<file path="src/rtl/serial_comparator.sv">
// Bit-serial magnitude comparator: consumes A/B one bit pair per accepted beat, MSB first,
// and reports A==B, A<B unsigned and A<B signed once all WIDTH beats have arrived.
module serial_comparator #(
  parameter int unsigned WIDTH = 4
) (
  input  logic clk,
  input  logic rst,
  input  logic start,
  input  logic bit_valid,
  input  logic a_bit,
  input  logic b_bit,
  output logic busy,
  output logic done,
  output logic ZF,
  output logic SLTu,
  output logic SLT
);

  localparam int unsigned CntW = $clog2(WIDTH) + 1;
  localparam logic [CntW-1:0] LastBeat = CntW'(WIDTH - 1);

  typedef enum logic [1:0] {StIdle, StRun, StDone} state_e;

  state_e          state_q, state_d;
  logic [CntW-1:0] cnt_q, cnt_d;
  logic            eq_q, eq_d;
  logic            ltu_q, ltu_d;
  logic            msb_a_q, msb_a_d;
  logic            msb_b_q, msb_b_d;
  logic            zf_q, zf_d;
  logic            sltu_q, sltu_d;
  logic            slt_q, slt_d;

  // The first differing bit pair (from the MSB) decides the unsigned order.
  logic eq_new, ltu_new;
  always_comb begin
    eq_new  = eq_q;
    ltu_new = ltu_q;
    if (eq_q && (a_bit != b_bit)) begin
      eq_new  = 1'b0;
      ltu_new = ~a_bit & b_bit;
    end
  end

  always_comb begin
    state_d = state_q;
    cnt_d   = cnt_q;
    eq_d    = eq_q;
    ltu_d   = ltu_q;
    msb_a_d = msb_a_q;
    msb_b_d = msb_b_q;
    zf_d    = zf_q;
    sltu_d  = sltu_q;
    slt_d   = slt_q;
    unique case (state_q)
      StIdle: begin
        if (start) begin
          state_d = StRun;
          cnt_d   = '0;
          eq_d    = 1'b1;
          ltu_d   = 1'b0;
        end
      end
      StRun: begin
        if (bit_valid) begin
          cnt_d = cnt_q + CntW'(1);
          eq_d  = eq_new;
          ltu_d = ltu_new;
          if (cnt_q == '0) begin
            msb_a_d = a_bit;
            msb_b_d = b_bit;
          end
          if (cnt_q == LastBeat) begin
            zf_d    = eq_new;
            sltu_d  = ltu_new;
            // Differing sign bits decide the signed order outright.
            slt_d   = (msb_a_q != msb_b_q) ? msb_a_q : ltu_new;
            state_d = StDone;
          end
        end
      end
      StDone: state_d = StIdle;
      default: state_d = StIdle;
    endcase
  end

  always_ff @(posedge clk) begin
    if (rst) begin
      state_q <= StIdle;
      cnt_q   <= '0;
      eq_q    <= 1'b1;
      ltu_q   <= 1'b0;
      msb_a_q <= 1'b0;
      msb_b_q <= 1'b0;
      zf_q    <= 1'b0;
      sltu_q  <= 1'b0;
      slt_q   <= 1'b0;
    end else begin
      state_q <= state_d;
      cnt_q   <= cnt_d;
      eq_q    <= eq_d;
      ltu_q   <= ltu_d;
      msb_a_q <= msb_a_d;
      msb_b_q <= msb_b_d;
      zf_q    <= zf_d;
      sltu_q  <= sltu_d;
      slt_q   <= slt_d;
    end
  end

  assign busy = (state_q == StRun);
  assign done = (state_q == StDone);
  assign ZF   = zf_q;
  assign SLTu = sltu_q;
  assign SLT  = slt_q;

endmodule

</file>
<file path="config.mk">
export PLATFORM = sky130hd
export DESIGN_NAME = serial_comparator
export DESIGN_NICKNAME = d
export VERILOG_FILES = /design/src/rtl/serial_comparator.sv
export SDC_FILE = /design/constraint.sdc
export NUM_CORES = 1
export LEC_CHECK = 0
export ABC_AREA = 1
export CAP_MARGIN = 15
export CORE_UTILIZATION = 45
export CTS_BUF_LIST = sky130_fd_sc_hd__clkbuf_4
export CTS_CLUSTER_DIAMETER = 100
export DETAILED_ROUTE_END_ITERATION = 10
export GPL_TIMING_DRIVEN = 0
export PLACE_DENSITY = 0.67
export SYNTH_ARGS = -nofsm -noshare
export SYNTH_HDL_FRONTEND = slang
export SYNTH_SLANG_ARGS = --single-unit
</file>
<file path="constraint.sdc">
create_clock -name clk -period 1.63 [get_ports clk]
set_input_delay 0.326 -clock clk [delete_from_list [all_inputs] [get_ports clk]]
set_output_delay 0.326 -clock clk [all_outputs]
set_load 0.05 [all_outputs]
</file>
After elaboration in Yosys (flattened, before gate mapping)
Index checks and enable logic that the tools add are counted.
{"block": "totals", "regBits": 12, "latch_bits": 0, "mem_bits_rw": 0, "mem_bits_ro": 0, "out_inout_bits": 5, "wordCells": 44, "mem_count": 0}
{"block": "classes", "n_addsub": 1, "n_mul": 0, "n_div": 0, "order_cmp": 0, "n_eq_ne": 8, "shifts": 0, "mux": 16, "bitwise_logic": 2, "n_reduce_logical": 8}
{"op": "3-bit AND reduction", "n": 4}
{"op": "1-bit two-way mux", "n": 7}
{"op": "2-bit two-way mux", "n": 3}
{"op": "3-bit two-way mux", "n": 2}
{"op": "3-bit case mux with 2 select lines", "n": 1}
{"op": "2-bit != test, second input constant", "n": 2}
{"op": "1-bit case mux with 2 select lines", "n": 2}
{"op": "2-bit case mux with 2 select lines", "n": 1}
{"op": "3-bit by 1-bit adder with 3-bit output, second input constant", "n": 1}
{"op": "3-bit by 2-bit equality test with 1-bit output, second input constant", "n": 1}
{"op": "3-bit logical NOT", "n": 1}
{"op": "2-bit by 1-bit equality test with 1-bit output, second input constant", "n": 1}
{"op": "2-bit equality test, second input constant", "n": 1}
{"op": "2-bit logical NOT", "n": 1}
{"op": "1-bit != test", "n": 2}
{"op": "2-bit by 1-bit != test with 1-bit output, second input constant", "n": 1}
{"op": "2-bit nonzero test", "n": 1}
{"op": "1-bit bitwise AND", "n": 1}
{"op": "1-bit logical AND", "n": 1}
{"op": "1-bit inverter", "n": 1}

Logic depth before layout (Yosys ltp)
{"block": "logic_depth", "depth_word": 5, "mapped_depth": 9, "depth_no_buf": 9}

Worst setup path after synthesis
No wires, ideal clock.
{"block": "synth_path", "path_type": "register -> output", "from": "register state_q[0]", "to": "output done", "arrival_ps": 1078, "setup_slack_ps": 226, "path_stages_with_launch": 3, "path_buffers": 1, "cell_sequence": "dfxtp_1 -> buf_6 -> nor2_1"}
{"block": "synth_between", "elab_chain_cells": 1}
{"item": "start, declared", "line_no": "24", "source": "state_e state_q, state_d;"}
{"item": "start signal, assigned", "line_no": "89", "source": "state_q <= StIdle;"}
{"item": "start signal, assigned", "line_no": "99", "source": "state_q <= state_d;"}
{"item": "2-bit equality test", "line_no": "112", "source": "assign done = (state_q == StDone);"}
{"item": "end, declared", "line_no": "13", "source": "output logic done,"}
Every way passes these cells.

Worst setup path after layout
Ends and elaborated chain as after synthesis.

==> results.md <==
- Outcome: finished, final reports clean
- Most frequent cells in the layout: nand2_1 (23), inv_1 (16), dfxtp_1 (12), nor2_1 (12), nand3_1 (6)
- Clock-pin slew on the worst setup and hold paths: 0.08 ns
- Max Buffers Root-to-Sink: 2
- Max_cap viols: 0
- Postcts setup bufs: 0
- Vias per cell: 4.67
- Slew Limit Fails: 0
- Worst path bufs/invs: 2
- Delay-heaviest family, CP: buffers and inverters
- Sequential area share after synthesis: 0.375
- Num ports: 11
- Syn nets: 102
- # diodes: 0
- CTS root buf: clkbuf_4
- CP max stage cell: clkdlybuf4s15_2
- Mapped Area: 641 µm²
- Largest net degree at the start of global routing: 9
- # nets final: 117
- H-tree depth: 1
- Slew HR: 0.674
- Die X-Extent: 39.7 µm
- Max rail drop VDD: 0.000464 V
- Max stage delay on crit path: 0.37 ns
- Number of global-route vias before repair: 482
- TritonCTS Buffers: 3
- Number of remaining DRC errors: 0
- Most common cell after layout, fill and taps aside: nand2_1
- Area leader, netlist: dfxtp_1
- Leakage Power: 0.386 nW
- Antenna violations before repair: 0
- Synth Register Bits: 12
- Die Y: 39.7 µm
- Congestion Overflow GR: 0
- FF-to-FF path depth: 4
- Hpwl dp: 884 µm
- First-pass GRT wire length: 1880 µm
- RD Place Congestion: 0.741
- Final Cycle Share: 0.930
- Clock sinks: 12
- Post-Route WL: 1160 µm
- Rows: 13
- Synth top area share: 0.375
- Worst hold-check path type: flop to flop
- CTS tree: built
- Final Critical Period: 1.52 ns
- Worst-Margin Slew: 0.491 ns
- Yosys cell types: 17
- Crit path kind: flop to output pin
- FMAX: 659 MHz
- CP Capture Type: output pin
- Core box area: 0.00132 mm²
- Tot GR Track Use: 0.183
- CP Cell Sequence: buf_6 > nor2_1 > clkdlybuf4s15_2
- Worst path depth: 3
- CP Launch Type: flop
- Design Power: 0.605 mW
- Share of layout cells above drive strength 1: 0.132
- Initial core utilization: 0.486
- Synth Area per Inst: 6.96 µm²
- Final Util: 0.591
- Cts hold-fix bufs: 0
- Final setup viols: 0
- ANT nets after route: 0
- Worst Path Max Fanout: 8
- Crit path DAT: 1.19 ns
- Placed insts: 117
- Routed len/inst: 9.60 µm
- Cells after Synth: 92
- Top cells by area, synth: dfxtp_1 (38%), nand2_1 (13%), inv_1 (9.4%)
- Die area: 0.00158 mm²
- Drt first-iter violations: 4
- Skew-Pair Late Insertion Delay: 0.28 ns
- Worst hold path cell count: 2
- Area Overhead vs Synth: 21.5%
- Fin. Hold Viols: 0
- RSZ-0062 raised after global routing: no
- Vias: 565
- Post-Layout Cell Count: 121
- Ys Warns: 0
- Drt first pass iters: 3
- Power density over the cells: 777 mW/mm²
- CP Data Required Time: 1.30 ns
- I/O Buffers: 10
- Clk_skew: 0.00202 ns
[kinds of logic after synthesis]
| family | after synthesis | share of synthesized area |
|---|---|---|
| simple gates | 49 | 0.355 |
| buf+inv | 19 | 0.123 |
| flops | 12 | 0.375 |
| fa+ha+maj | 4 | 0.0781 |
| compound gates | 8 | 0.0684 |
[stage by stage]
stage	TNS, ns	worst slack (ns)	cell area [µm²]	hold slack, ns
2_1_floorplan	0	0.226	641	0.388
3_3_place_gp	-0.137	-0.0588	759	0.450
3_5_place_dp	-0.123	-0.0635	759	0.461
4_1_cts	0	0.0519	785	0.475
5_1_grt	0	0.0528	778	0.488
6_report	0	0.113	778	0.472
[final timing paths]
path	startpoint	to	slack, ns
max	state_q[0]$_SDFFE_PP0P_	done	0.11
min reg2reg	cnt_q[2]$_SDFFE_PP0P_	cnt_q[2]$_SDFFE_PP0P_	0.47
min	cnt_q[2]$_SDFFE_PP0P_	cnt_q[2]$_SDFFE_PP0P_	0.47
max reg2reg	cnt_q[0]$_SDFFE_PP0P_	cnt_q[2]$_SDFFE_PP0P_	0.41
[cells in the mapped netlist]
master,n
dfxtp_1,12
nand3_2,1
nor3_1,2
nand2_1,23
inv_2,2
nor2_1,12
ha_1,4
a21oi_1,4
o21ai_0,3
nand2_2,1
a21oi_2,1
buf_6,1
nand4_4,1
nor2_2,2
nand3_1,6
inv_1,16
or2_1,1
[layer usage]
layer,GRT usage,vias up,part of all wire
met5,0,-,0
met4,0.129,0,0.016
met3,0.0511,4,0.022
met2,0.299,6,0.46
met1,0.199,243,0.50
li1,-,312,-
[power by group]
group          internal (mW)  switching, mW  leakage (nW)
clock                 0.0887          0.106        0.0154
combinational         0.0385         0.0603         0.273
sequential             0.304        0.00722        0.0978
[flip-flops by register name (all words and copies together) (netlist names)]
register and cells:
msb_b_q 1, SLTu 1, ZF 1, state_q 2
cnt_q 3, ltu_q 1, msb_a_q 1, SLT 1
eq_q 1
[timing repair]
item	in CTS	in global routing
setup endpoints to repair	5	1
resized for setup	9	2
cloned	0	0
[layout make-up]
class,count,area [µm²]
Multi-Input combinational cell,61,322
Sequential cell,12,240
Inverter,18,67.6
Fill cell,136,539
Clock buffer,3,22.5
Buffer,1,11.3
Clock inverter,1,3.75
Tap cell,15,18.8
Timing Repair Buffer,10,92.6
[worst reg2reg max path: stages (launching register included)]
cell,delay [ns]
dfxtp_1,0.33
ha_1,0.20
ha_1,0.27
or2_1,0.24
a21oi_2,0.13
Power figures use the tool's default switching activity.
